==> src/rtl/hazard_scheduler.sv <==
// hazard_scheduler
//   Issue stage between fetch and ID for the 5-stage, 20-bit-instruction
//   pipeline. It tracks pending register writes, stalls fetch on a read of
//   an unwritten operand, and issues flush bubbles after a taken branch.
//
// Ports
//   clkwire      in   1   clock, all state updates on posedge
//   rstwire      in   1   synchronous active-high reset
//   fetch_instr  in   20  instruction presented by fetch
//   fetch_valid  in   1   fetch_instr is real; 0 = issue a bubble
//   br_taken     in   1   1-cycle pulse from EX, branch resolved taken
//   issue_instr  out  20  registered instruction to ID
//   pc_hold      out  1   combinational: fetch must hold PC/instr this cycle
//   flushing     out  1   registered: issue_instr is a flush bubble
//   stall_count  out  16  saturating count of stall bubbles issued
//
// Issue modes, highest priority first:
//   mode      | meaning
//   flush     | flush counter nonzero: issue E0000, drop fetch_instr
//   branch    | br_taken: issue E0000, load flush counter FLUSH_SLOTS-1
//   stall     | operand pending: issue F0000, hold fetch, count the stall
//   bubble    | fetch_valid=0: issue F0000
//   issue     | pass fetch_instr, load scoreboard for its destination
module hazard_scheduler #(
  parameter int unsigned WB_DIST     = 3,
  parameter int unsigned FLUSH_SLOTS = 2
) (
  input  logic        clkwire,
  input  logic        rstwire,
  input  logic [19:0] fetch_instr,
  input  logic        fetch_valid,
  input  logic        br_taken,
  output logic [19:0] issue_instr,
  output logic        pc_hold,
  output logic        flushing,
  output logic [15:0] stall_count
);

  localparam logic [2:0]  WB_LOAD    = 3'(WB_DIST);
  localparam logic [2:0]  FLUSH_LOAD = 3'(FLUSH_SLOTS - 1);
  localparam logic [19:0] STALL_BUB  = 20'hF0000;
  localparam logic [19:0] FLUSH_BUB  = 20'hE0000;

  logic [2:0] cnt [8];
  logic [2:0] flush_cnt;

  logic [3:0] opcode;
  logic [3:0] fld_a, fld_b, fld_c;
  logic       dest_v, src_a_v, src_b_v;
  logic [2:0] dest, src_a, src_b;
  logic       hazard;
  logic       flush_now;

  assign opcode = fetch_instr[19:16];
  assign fld_a  = fetch_instr[15:12];
  assign fld_b  = fetch_instr[11:8];
  assign fld_c  = fetch_instr[7:4];

  // A field value of 8 or above names no register, so bit 3 gates validity.
  always_comb begin
    dest_v  = 1'b0;
    dest    = 3'd0;
    src_a_v = 1'b0;
    src_a   = 3'd0;
    src_b_v = 1'b0;
    src_b   = 3'd0;
    case (opcode)
      4'h0, 4'h1, 4'h2: begin
        dest_v  = ~fld_a[3];
        dest    = fld_a[2:0];
        src_a_v = ~fld_b[3];
        src_a   = fld_b[2:0];
        src_b_v = ~fld_c[3];
        src_b   = fld_c[2:0];
      end
      4'h3: begin
        dest_v = ~fld_a[3];
        dest   = fld_a[2:0];
      end
      4'h4: begin
        src_a_v = ~fld_a[3];
        src_a   = fld_a[2:0];
      end
      4'h5, 4'h6: begin
        src_a_v = ~fld_a[3];
        src_a   = fld_a[2:0];
        src_b_v = ~fld_b[3];
        src_b   = fld_b[2:0];
      end
      default: ;
    endcase
  end

  assign hazard    = fetch_valid &
                     ((src_a_v & (cnt[src_a] != 3'd0)) |
                      (src_b_v & (cnt[src_b] != 3'd0)));
  assign flush_now = (flush_cnt != 3'd0) | br_taken;
  assign pc_hold   = ~rstwire & ~flush_now & hazard;

  always_ff @(posedge clkwire) begin
    if (rstwire) begin
      issue_instr <= STALL_BUB;
      flushing    <= 1'b0;
      stall_count <= 16'd0;
      flush_cnt   <= 3'd0;
      for (int i = 0; i < 8; i++) cnt[i] <= 3'd0;
    end else begin
      for (int i = 0; i < 8; i++) begin
        if (cnt[i] != 3'd0) cnt[i] <= cnt[i] - 3'd1;
      end

      // A branch during an active flush restarts the window.
      if (br_taken)
        flush_cnt <= FLUSH_LOAD;
      else if (flush_cnt != 3'd0)
        flush_cnt <= flush_cnt - 3'd1;

      flushing <= flush_now;

      if (flush_now) begin
        issue_instr <= FLUSH_BUB;
      end else if (hazard) begin
        issue_instr <= STALL_BUB;
        if (stall_count != 16'hFFFF) stall_count <= stall_count + 16'd1;
      end else if (!fetch_valid) begin
        issue_instr <= STALL_BUB;
      end else begin
        issue_instr <= fetch_instr;
        // Placed after the decrement loop so a load wins on the same register.
        if (dest_v) cnt[dest] <= WB_LOAD;
      end
    end
  end

endmodule
==> config.mk <==
export PLATFORM = sky130hd
export DESIGN_NAME = hazard_scheduler
export DESIGN_NICKNAME = d
export VERILOG_FILES = /design/src/rtl/hazard_scheduler.sv
export SDC_FILE = /design/constraint.sdc
export NUM_CORES = 1
export LEC_CHECK = 0
export CORE_UTILIZATION = 40
export DETAILED_ROUTE_END_ITERATION = 10
export PLACE_DENSITY_LB_ADDON = 0.08
export SKIP_CTS_REPAIR_TIMING = 1
export SYNTH_ARGS = -nofsm -noshare
export SYNTH_HDL_FRONTEND = slang
export SYNTH_SLANG_ARGS = --single-unit
==> constraint.sdc <==
create_clock -name clkwire -period 5.9 [get_ports clkwire]
set_input_delay 0.59 -clock clkwire [delete_from_list [all_inputs] [get_ports clkwire]]
set_output_delay 0.59 -clock clkwire [all_outputs]
set_load 0.05 [all_outputs]
; ---- After elaboration in Yosys (flattened, before gate mapping)
; Memories as Yosys holds them, arrays and structs flattened.
; Cells that the tools add are included.
; Widths: inputs -> output; s select.
[totals]
register_bits = 40
latch_bits = 0
mem_bits_rw = 24
romBits = 0
input_bits = 24
out_inout_bits = 38
word_cells = 116
memories = 1
[memory_table]
columns = name, words, width, read_ports, rd_ports_with_merged_regs, wr, line
row1 = cnt, 8, 3, 10, 0, 9, 44  ; logic [2:0] cnt [8];
[op_classes]
add_sub_neg = 10
n_mul = 0
div_mod_pow = 0
magnitude_cmp = 0
n_eq_ne = 7
shifts = 0
n_mux = 51
bitwise = 21
n_reduce_logical = 20
[op_table]
columns = operator, count
row1 = $mux 17, 3
row2 = $mux 1, 35
row3 = $reduce_bool 3->1, 11
row4 = $mux 3, 9
row5 = $sub 3x1->3 const B, 9
row6 = $add 16x1->16 const B, 1
row7 = $ne 16x16->1 const B, 1
row8 = $eq 4x3->1 const B, 3
row9 = $pmux 3 s2, 2
row10 = $or 1x1->1, 10
row11 = $eq 4x2->1 const B, 2
row12 = $reduce_or 4->1, 2
row13 = $not 1->1, 6
row14 = $reduce_or 3->1, 2
row15 = $and 1x1->1, 5
row16 = $eq 4x1->1 const B, 1
row17 = $logic_not 4->1, 1
row18 = $pmux 1 s2, 2
row19 = $reduce_or 2->1, 2
row20 = $reduce_and 3->1, 1
row21 = $reduce_bool 2->1, 1

; ---- Depth between registers and ports, before layout
; Gate-level depths: netlist of the first run.
; An unclocked memory read counts as a cell.
[depth]
ltp_word = 12
ltp_mapped = 12
mapped_depth_nobuf = 9

; ---- Worst setup path before layout of the first run
; Ideal clock, no wire load.
[synth_timing]
path_type = input -> output
startpoint = input port fetch_instr[18]
endpoint = output port pc_hold
t_arrival_ns = 3.005
slack_ns = 2.305
cell_stages = 7
n_path_buf = 1
cell_sequence = buf_6 > mux2_2 > and2_1 > a2111oi_0 > nand4bb_1 > a211oi_2 > a211oi_1
[synth_via]
elab_chain_cells = 9
word_cells_on_any_way = 21
classes_between = 5 x eq/ne / 4 x mux / 5 x bitwise / 6 x reduce/logical / 1 x memory
[synth_rtl]
columns = item, line
row1 = start: declaration, 30  ; input logic [19:0] fetch_instr,
row2 = "$eq 4x3->1, or another cell as far along", 67  ; case (opcode)
row3 = "$reduce_or 3->1 (no source line), or another cell as far along", --
row4 = $pmux 3 s2, 67
row5 = $mem_v2 8x3, --
row6 = "$reduce_bool 3->1, on equally long branches", "95, 96"
row7 = "$and 1x1->1, on equally long branches", "95, 96"
row8 = $or 1x1->1 *, 95  ; ((src_a_v & (cnt[src_a] != 3'd0)) |
row9 = $and 1x1->1 *, 94  ; assign hazard = fetch_valid &
row10 = $and 1x1->1 *, 98  ; assign pc_hold = ~rstwire & ~flush_now & hazard;
row11 = end: declaration, 34  ; output logic pc_hold,
; Mark *: on every way between the ends. The rest lies on a longest branch, timed or not.

; ---- Final worst setup path of the first run
; Same ends and word-level chain as after synthesis.

==> results of run 1 <==
-- cell type report --
class	instances	area share
timing repair buffer	64	0.150
multi-input combinational	274	0.448
inverter	24	0.0213
sequential	64	0.303
tap	105	0.0311
clock inverter	3	0.00947
clock buffer	13	0.0376
-- worst max-delay path by stage --
stage,depth (start not counted),from,endpoint
5_1_grt,8,fetch_instr[18],pc_hold
3_5_place_dp,10,fetch_instr[18],issue_instr[11]
3_3_place_gp,10,fetch_instr[18],issue_instr[12]
2_1_floorplan,7,fetch_instr[18],pc_hold
6_report,8,fetch_instr[18],pc_hold
4_1_cts,8,fetch_instr[18],pc_hold
-- report_power, final --
group	internal [mW]	switching, mW	leakage, nW	total, mW
combinational	0.304	0.326	1.03	0.630
sequential	0.515	0.0599	0.523	0.575
clock	0.217	0.168	0.103	0.385
total	1.04	0.554	1.66	1.59
-- cells by family (layout without fill, tap and decap cells) --
family                     Yosys count  count (layout)  share of synthesized area
buffers and inverters               41             104                     0.0565
and+or+nand+nor                    145             145                      0.233
xor gates and xnor gates            10              10                     0.0260
DFF                                 64              64                      0.381
adders and majority gates           19              19                     0.0707
muxes                               16              16                     0.0499
AOI/OAI and AO/OA                   84              84                      0.183
-- per-stage QoR --
stage,setup WS [ns],util
finish,1.26,0.517
global route,1.09,0.517
CTS,1.35,0.517
detailed placement,1.35,0.493
global placement,1.42,0.493
floorplan,2.30,-
-- state kept, by name (all words and copies together) (netlist names) --
signal and cells:
stall_count 16, flushing 1, cnt 24, flush_cnt 3
issue_instr 20
-- critical path, cell delays in order --
cell             delay, ns
clkdlybuf4s50_1       0.91
mux2_2                0.42
and2_1                0.18
a2111oi_0             0.48
nand4bb_1             0.23
a211oi_2              0.11
a211oi_1              0.28
clkdlybuf4s50_1       0.84
-- cell usage in the layout (no fill, tap or decap), types with 12 or more instances in the layout --
master	n
clkdlybuf4s50_1	61
inv_1	24
dfxtp_1	64
ha_1	19
nand2_1	16
a21oi_1	16
and2_1	19
nor2_1	40
nand2b_1	12
o21ai_0	14
-- per-layer routing --
metal  vias up  GRT usage
met1      1318      0.220
met2        44      0.299
met3        14     0.0518
met4         0     0.0808
li1       1462          -
met5         -          0
==> impl_results.md, run 1 <==
- Status: complete, no violations
- Largest net degree at the start of global routing: 51
- CP Class: input port to output port
- Synth cell count leaders: dfxtp_1 (64), nor2_1 (40), inv_1 (24)
- VDD IR max: between 0.2 and 0.25 mV
- Final count of negative-setup-slack endpoints: 0
- Cts bufs inserted: 9
- Worst flop-to-flop path endpoint: issue_instr[11]
- WL met1: 3500 um
- Highest clock rate: between 200 and 250 MHz
- Cell taking the most area after synthesis: dfxtp_1
- DR DRC count: 0
- Reg2reg path depth: 9
- Fill count: about 780
- Synth Area per Inst: between 8 and 9 um2
- Yosys reg bits: 64
- TNS Setup: 0 ns
- Flop2flop setup slack: 2.70 ns
- Clk root buf: clkbuf_8
- CP startpoint kind: input port
- Cell area after synthesis: around 3400 um2
- Post-Route WL: 7530 um
- CP arrival: about 4.1 ns
- DIE WIDTH: between 90 and 100 um
- Rel. slew slack: 0.258
- Die Span Y: 93.7 um
- Reg clk slew, reported paths: around 0.060 ns
- Hold-critical path endpoint: stall_count[14]
- LEAKAGE: between 1.5 and 2 nW
- IO Pins: 62
- Global Route Usage Sum: 0.182
- CTS tree: done
- Placed inst area: between 4000 and 5000 um2
- Top-area cell type share of the netlist area: 0.381
- Clk sink count: 64
- Tcrit/Tclk final: 0.787
- Worst-path maximum fanout: 18
- Worst skew pair latency: 0.36 ns
- Via count: 2838
- Synth cell types: slightly below 50
- Register area share after synthesis: 0.381
- Number of global-route vias before repair: roughly 2600
- Most common flop cell mapped by yosys: dfxtp_1
- Worst Max-Slew Pin Slew: between 1 and 1.5 ns
- Number of synthesized flops with an enable pin: 0
- ANT nets after route: 0
- Total Power: about 1.6 mW
- CP endpoint kind: output port
- Max layer used: met4
- Syn_nets: around 420
- P per Cell Area: between 300 and 400 nW/um2
- Setup Skew: about 0.015 ns
- WL met3: ~260 um
- Hold slack final: 0.499 ns
- Synth-to-Final Area Change: 25.7%
- Design Area, Final: 4230 um2
- Min cycle time layout: approximately 4.6 ns
- Die Area: ~8800 um2
- Core region area: just over 8000 um2
- Worst min path class: flop to flop
- WL met2: approximately 3600 um
- Non-Filler Instances: ~550
- Syn Inst Count: around 380
- Asr flop ratio synth: 0
- Min-delay src: stall_count[14]
- Inst Count DP: 531
- Grt total ovfl: 0
- Req. time, crit path: 5.31 ns
- DRT iter0 DRCs: 94
- Count of port buffers added during placement: 61
- # Max-Cap Violations: 0
- Multi-input gate area: 1890 um2
- Starting Density: 0.411
- Top cells by area, synth: dfxtp_1 (38%), ha_1 (7.1%), nor2_1 (4.5%)
- Clock buffer depth: 2
- Initial DRT Pass Iterations: 4
- Num rows: 33
- Nets: 480
- WL/cell: ~14 um
- Storage element area: approximately 1300 um2
- H-tree Lvls: 3
- Count of pins over their slew limit: 0
- RR Startpoint: cnt[4][2]
- Final RePlAce weighted congestion: 0.756
- Hold path depth: 2
- Vias per cell: 5.19
- Layout cells sized above 1: 0.104
- Most numerous cell in the Yosys netlist: dfxtp_1
- First-pass GRT wire length: 12300 um
- Ant diodes: 0
- Synth Warn #: 0
- Initial antenna violation count: 0
- Unrepaired setup endpoints after global routing: false
- Dpl hpwl: between 5000 and 6000 um
- Endpoints failing hold: 0
Power figures use the tool's default switching activity.
==> run 2, diff against run 1 <==
==> constraint.sdc (replaced) <==
create_clock -name clkwire -period 4.6 [get_ports clkwire]
set_input_delay 0.46 -clock clkwire [delete_from_list [all_inputs] [get_ports clkwire]]
set_output_delay 0.46 -clock clkwire [all_outputs]
set_load 0.05 [all_outputs]
==> run 2 against run 1 <==
Against the previous run: cell count is the same; total power grew 25%; largest cell class unchanged; hold slack gained 0.00094 ns; count of clock-buffer cells in the layout is the same; first-iteration DRC count shrank 4.3%.
==> impl_results.md, run 2 (synthesized netlist as in run 1, its figures left out) <==
- Status: complete, no violations
- Tcrit/Tclk final: 0.900
- Global Route Usage Sum: 0.181
- Setup Skew: approximately 0.009 ns
- H-tree Lvls: 3
- Vias per cell: between 5 and 6
- Worst min path class: flop to flop
- Post-Route WL: roughly 7400 um
- Worst skew pair latency: between 0.3 and 0.4 ns
- Clk sink count: 64
- Clk root buf: clkbuf_8
- Core region area: 8180 um2
- Cts bufs inserted: 9
- Layout cells sized above 1: 0.109
- Design Area, Final: 4230 um2
- P per Cell Area: 471 nW/um2
- VDD IR max: between 0.3 and 0.4 mV
- Final Worst Setup Slack: between 0.4 and 0.5 ns
- CTS tree: done
- CP arrival: approximately 3.7 ns
- ANT nets after route: 0
- Clock buffer depth: 2
- Reg clk slew, reported paths: roughly 0.070 ns
- Highest clock rate: ~240 MHz
- Min cycle time layout: approximately 4.1 ns
- Count of pins over their slew limit: 0
- Max FFs per register: 24
- Initial DRT Pass Iterations: 4
- Total Power: about 2.0 mW
- Die Span Y: about 94 um
- Most frequent cells in the layout: dfxtp_1 (64), clkdlybuf4s50_1 (61), nor2_1 (40)
- DR DRC count: 0
- Die Area: around 8800 um2
- Top reg by flops: cnt
- Dpl hpwl: around 5200 um
- Number of global-route vias before repair: 2654
- Synth-to-Final Area Change: 25.7%
- Starting Density: 0.411
- LEAKAGE: between 1.5 and 2 nW
- # Max-Cap Violations: 0
- CP Class: input port to output port
- Dpl ws: 0.488 ns
- Most common cell after layout, fill and taps aside: dfxtp_1
- Worst Max-Slew Pin Slew: between 1 and 1.5 ns
- Final count of negative-setup-slack endpoints: 0
- Nets: a little under 500
- Rel. slew slack: 0.289
- Placed inst area: between 4000 and 5000 um2
- First-pass GRT wire length: approximately 12000 um
- Unrepaired setup endpoints after global routing: false
- Largest net degree at the start of global routing: 50
- Initial antenna violation count: 0
- Num rows: 33
- Ant diodes: 0
- TNS Setup: 0 ns
- WL/cell: 13.5 um
- Count of port buffers added during placement: just over 60
- Worst-path maximum fanout: 12
- Top Registers: cnt: 24 flops, issue_instr: 20 flops, stall_count: 16 flops
- Grt total ovfl: 0
- Endpoints failing hold: 0
- CP startpoint kind: input port
- CP endpoint kind: output port
- Req. time, crit path: slightly above 4 ns
- IO Pins: slightly above 60
- Final Util: 0.517
- DRT iter0 DRCs: 90
- DIE WIDTH: roughly 94 um
- Via count: between 2000 and 3000
- Final RePlAce weighted congestion: 0.722
run 2: cell types whose count changed in the layout (fill, tap and decap cells not counted), sizes merged:
cell	previous run	this run
buf	3	4
bufinv	1	0
clkinv	2	1
clkinvlp	0	1
run 2: stage by stage:
step           cells  hold WS (ns)
2_1_floorplan    379         0.476
3_3_place_gp     532         0.481
3_5_place_dp     532         0.494
4_1_cts          547         0.503
5_1_grt          547         0.542
6_report         547         0.500
run 2: worst paths after layout:
path	startpoint	end	cells after the start	slack (ns)
max	fetch_instr[18]	pc_hold	8	0.46
min reg2reg	stall_count[10]	stall_count[10]	2	0.50
max reg2reg	cnt[5][2]	stall_count[6]	7	1.84
min	stall_count[10]	stall_count[10]	2	0.50
run 2: area by class of cell:
type,count,area [um2]
fill,793,3950
inverter,24,90.1
clock inverter,2,12.5
clock buffer,13,179
multi-input combinational,274,1890
tap,105,131
timing repair buffer,65,641
sequential,64,1280
run 2: report_power, final:
part / total, mW / internal (mW) / leakage, nW / switching [mW]
Sequential: 0.733 / 0.660 / 0.523 / 0.0724
Clock: 0.462 / 0.251 / 0.0975 / 0.212
Combinational: 0.797 / 0.389 / 1.04 / 0.407
Total: 1.99 / 1.30 / 1.66 / 0.691
run 2: worst max-delay path, cell delays in order:
cell             delay (ns)
clkdlybuf4s50_1        0.73
mux2_2                 0.40
and2_1                 0.18
a2111oi_0              0.40
nand4bb_1              0.23
a211oi_2               0.11
a211oi_1               0.32
clkdlybuf4s50_1        0.86
run 2: routing by layer:
layer | track usage | wire [um]
met4 | 0.0808 | 117
met3 | 0.0421 | 226
met5 | 0 | 0
met1 | 0.230 | 3530
met2 | 0.290 | 3520
==> run 3, diff against run 2 <==
--- a/config.mk
+++ b/config.mk
@@ -9,6 +9,7 @@
 export DETAILED_ROUTE_END_ITERATION = 10
 export PLACE_DENSITY_LB_ADDON = 0.08
 export SKIP_CTS_REPAIR_TIMING = 1
+export SLEW_MARGIN = 40
 export SYNTH_ARGS = -nofsm -noshare
 export SYNTH_HDL_FRONTEND = slang
 export SYNTH_SLANG_ARGS = --single-unit
==> run 3 against run 2 <==
Against the previous run: sequential power about the same; via count increased by 0.11%; register-to-register slack got worse by 0.03 ns; design area increased by 0.71%; hold slack about the same; setup slack got worse by 0.031 ns; largest power group unchanged; flip-flop and latch count unchanged.
==> impl_results.md, run 3 (synthesized netlist as in run 1, its figures left out) <==
- Status: complete, no violations
- Die Area: a little under 9000 um2
- Via count: roughly 2900
- Req. time, crit path: around 4.1 ns
- Die Span Y: approximately 94 um
- Starting Density: 0.411
- CP startpoint kind: input port
- Cts bufs inserted: 9
- Unrepaired setup endpoints after global routing: false
- # Max-Cap Violations: 0
- Global Route Usage Sum: 0.178
- Worst flop-to-flop path endpoint: stall_count[6]
- TNS Setup: 0 ns
- Non-Filler Instances: 547
- IO Pins: 62
- Total Power: roughly 2 mW
- Nets: between 400 and 500
- Synth-to-Final Area Change: 26.6%
- Top reg by flops: cnt
- Final count of negative-setup-slack endpoints: 0
- Worst-path maximum fanout: 12
- Final RePlAce weighted congestion: just over 0.7
- Dpl hpwl: roughly 5200 um
- Vias per cell: 5.23
- Hold-critical path endpoint: stall_count[10]
- Clk sink count: 64
- Flop2flop setup slack: ~1.8 ns
- Count of port buffers added during placement: 61
- Initial DRT Pass Iterations: 4
- Number of global-route vias before repair: approximately 2700
- Inst Count DP: approximately 530
- Max FFs per register: 24
- Fill count: just under 800
- LEAKAGE: about 1.7 nW
- CTS tree: done
- Worst skew pair latency: 0.34 ns
- Storage element area: 1280 um2
- Clock buffer depth: 2
- DRT iter0 DRCs: 89
- Rel. slew slack: 0.515
- Min cycle time layout: between 4 and 5 ns
- Highest clock rate: around 240 MHz
- Ant diodes: 0
- CP Class: input port to output port
- Initial antenna violation count: 0
- Critical path's slowest cell: clkdlybuf4s50_1
- Reg2reg path depth: 7
- Critical path cell sequence: clkdlybuf4s50_1 -> mux2_2 -> and2_1 -> a2111oi_0 -> nand4bb_1 -> a211oi_2 -> a211oi_1 -> clkdlybuf4s50_1
- H-tree Lvls: 3
- P per Cell Area: 478 nW/um2
- DIE WIDTH: 93.7 um
- Delay of the slowest critical-path stage: around 0.85 ns
- Most frequent cells in the layout: dfxtp_1 (64), clkdlybuf4s50_1 (61), nor2_1 (39)
- Multi-input gate area: between 1500 and 2000 um2
- ANT nets after route: 0
- Hold slack final: between 0.4 and 0.5 ns
- Most common cell after layout, fill and taps aside: dfxtp_1
- Hold path depth: 2
- DR DRC count: 0
- VDD IR max: 0.268 mV
- Endpoints failing hold: 0
- Crit path top cell by count: clkdlybuf4s50_1
- Post-Route WL: between 7000 and 8000 um
- Layout cells sized above 1: 0.118
- Grt total ovfl: 0
- First-pass GRT wire length: 12300 um
- Worst Max-Slew Pin Slew: around 0.73 ns
- Worst min path class: flop to flop
- Min-delay src: stall_count[10]
- Core region area: 8180 um2
- CP arrival: 3.71 ns
- RR Startpoint: cnt[5][2]
- Top Registers: cnt: 24 flops, issue_instr: 20 flops, stall_count: 16 flops
- Setup Skew: between 0.009 and 0.01 ns
- Clk root buf: clkbuf_8
- Tcrit/Tclk final: 0.907
- Num rows: 33
- Reg clk slew, reported paths: approximately 0.07 ns
- CP endpoint kind: output port
- Largest net degree at the start of global routing: 50
- WL/cell: 13.6 um
- Count of pins over their slew limit: 0
## run 3: how the worst max path moves through the flow
stage                                from      end  slack, ns
final                     fetch_instr[18]  pc_hold       0.43
after global routing      fetch_instr[18]  pc_hold       0.25
after CTS                 fetch_instr[18]  pc_hold       0.46
after detailed placement  fetch_instr[18]  pc_hold       0.45
after global placement    fetch_instr[18]  pc_hold       0.62
after floorplan           fetch_instr[18]  pc_hold       1.26
## run 3: final cells by class
type                            instances  share of cell area
Timing Repair Buffer                   65               0.150
Inverter                               24              0.0212
Sequential cell                        64               0.301
Clock inverter                          3             0.00941
Multi-Input combinational cell        274               0.448
Tap cell                              105              0.0309
Clock buffer                           12              0.0388
## run 3: per-stage QoR
stage                     area [um2]   util  setup slack, ns
after detailed placement        4050  0.495            0.450
after global placement          4040  0.494            0.616
after CTS                       4250  0.520            0.455
after floorplan                 3360      -             1.26
final                           4260  0.521            0.427
after global routing            4260  0.521            0.247
## run 3: report_power, final
part / leakage [nW] / switching, mW / internal (mW)
Combinational: 1.04 / 0.409 / 0.390
Sequential: 0.523 / 0.0721 / 0.660
Clock: 0.108 / 0.212 / 0.290
## run 3: worst max-delay path: cells and delay by family
kind	cells	cell delay, ns
buffers and inverters	2	1.62
and+or+nand+nor	2	0.41
muxes	1	0.41
AOI/OAI and AO/OA	3	0.81
## run 3: per-layer routing
layer	global-route usage	vias up	wire, um
li1	-	1466	-
met1	0.227	1339	3650
met2	0.293	47	3470
met3	0.0461	7	221
met4	0.0564	0	82
met5	0	-	0
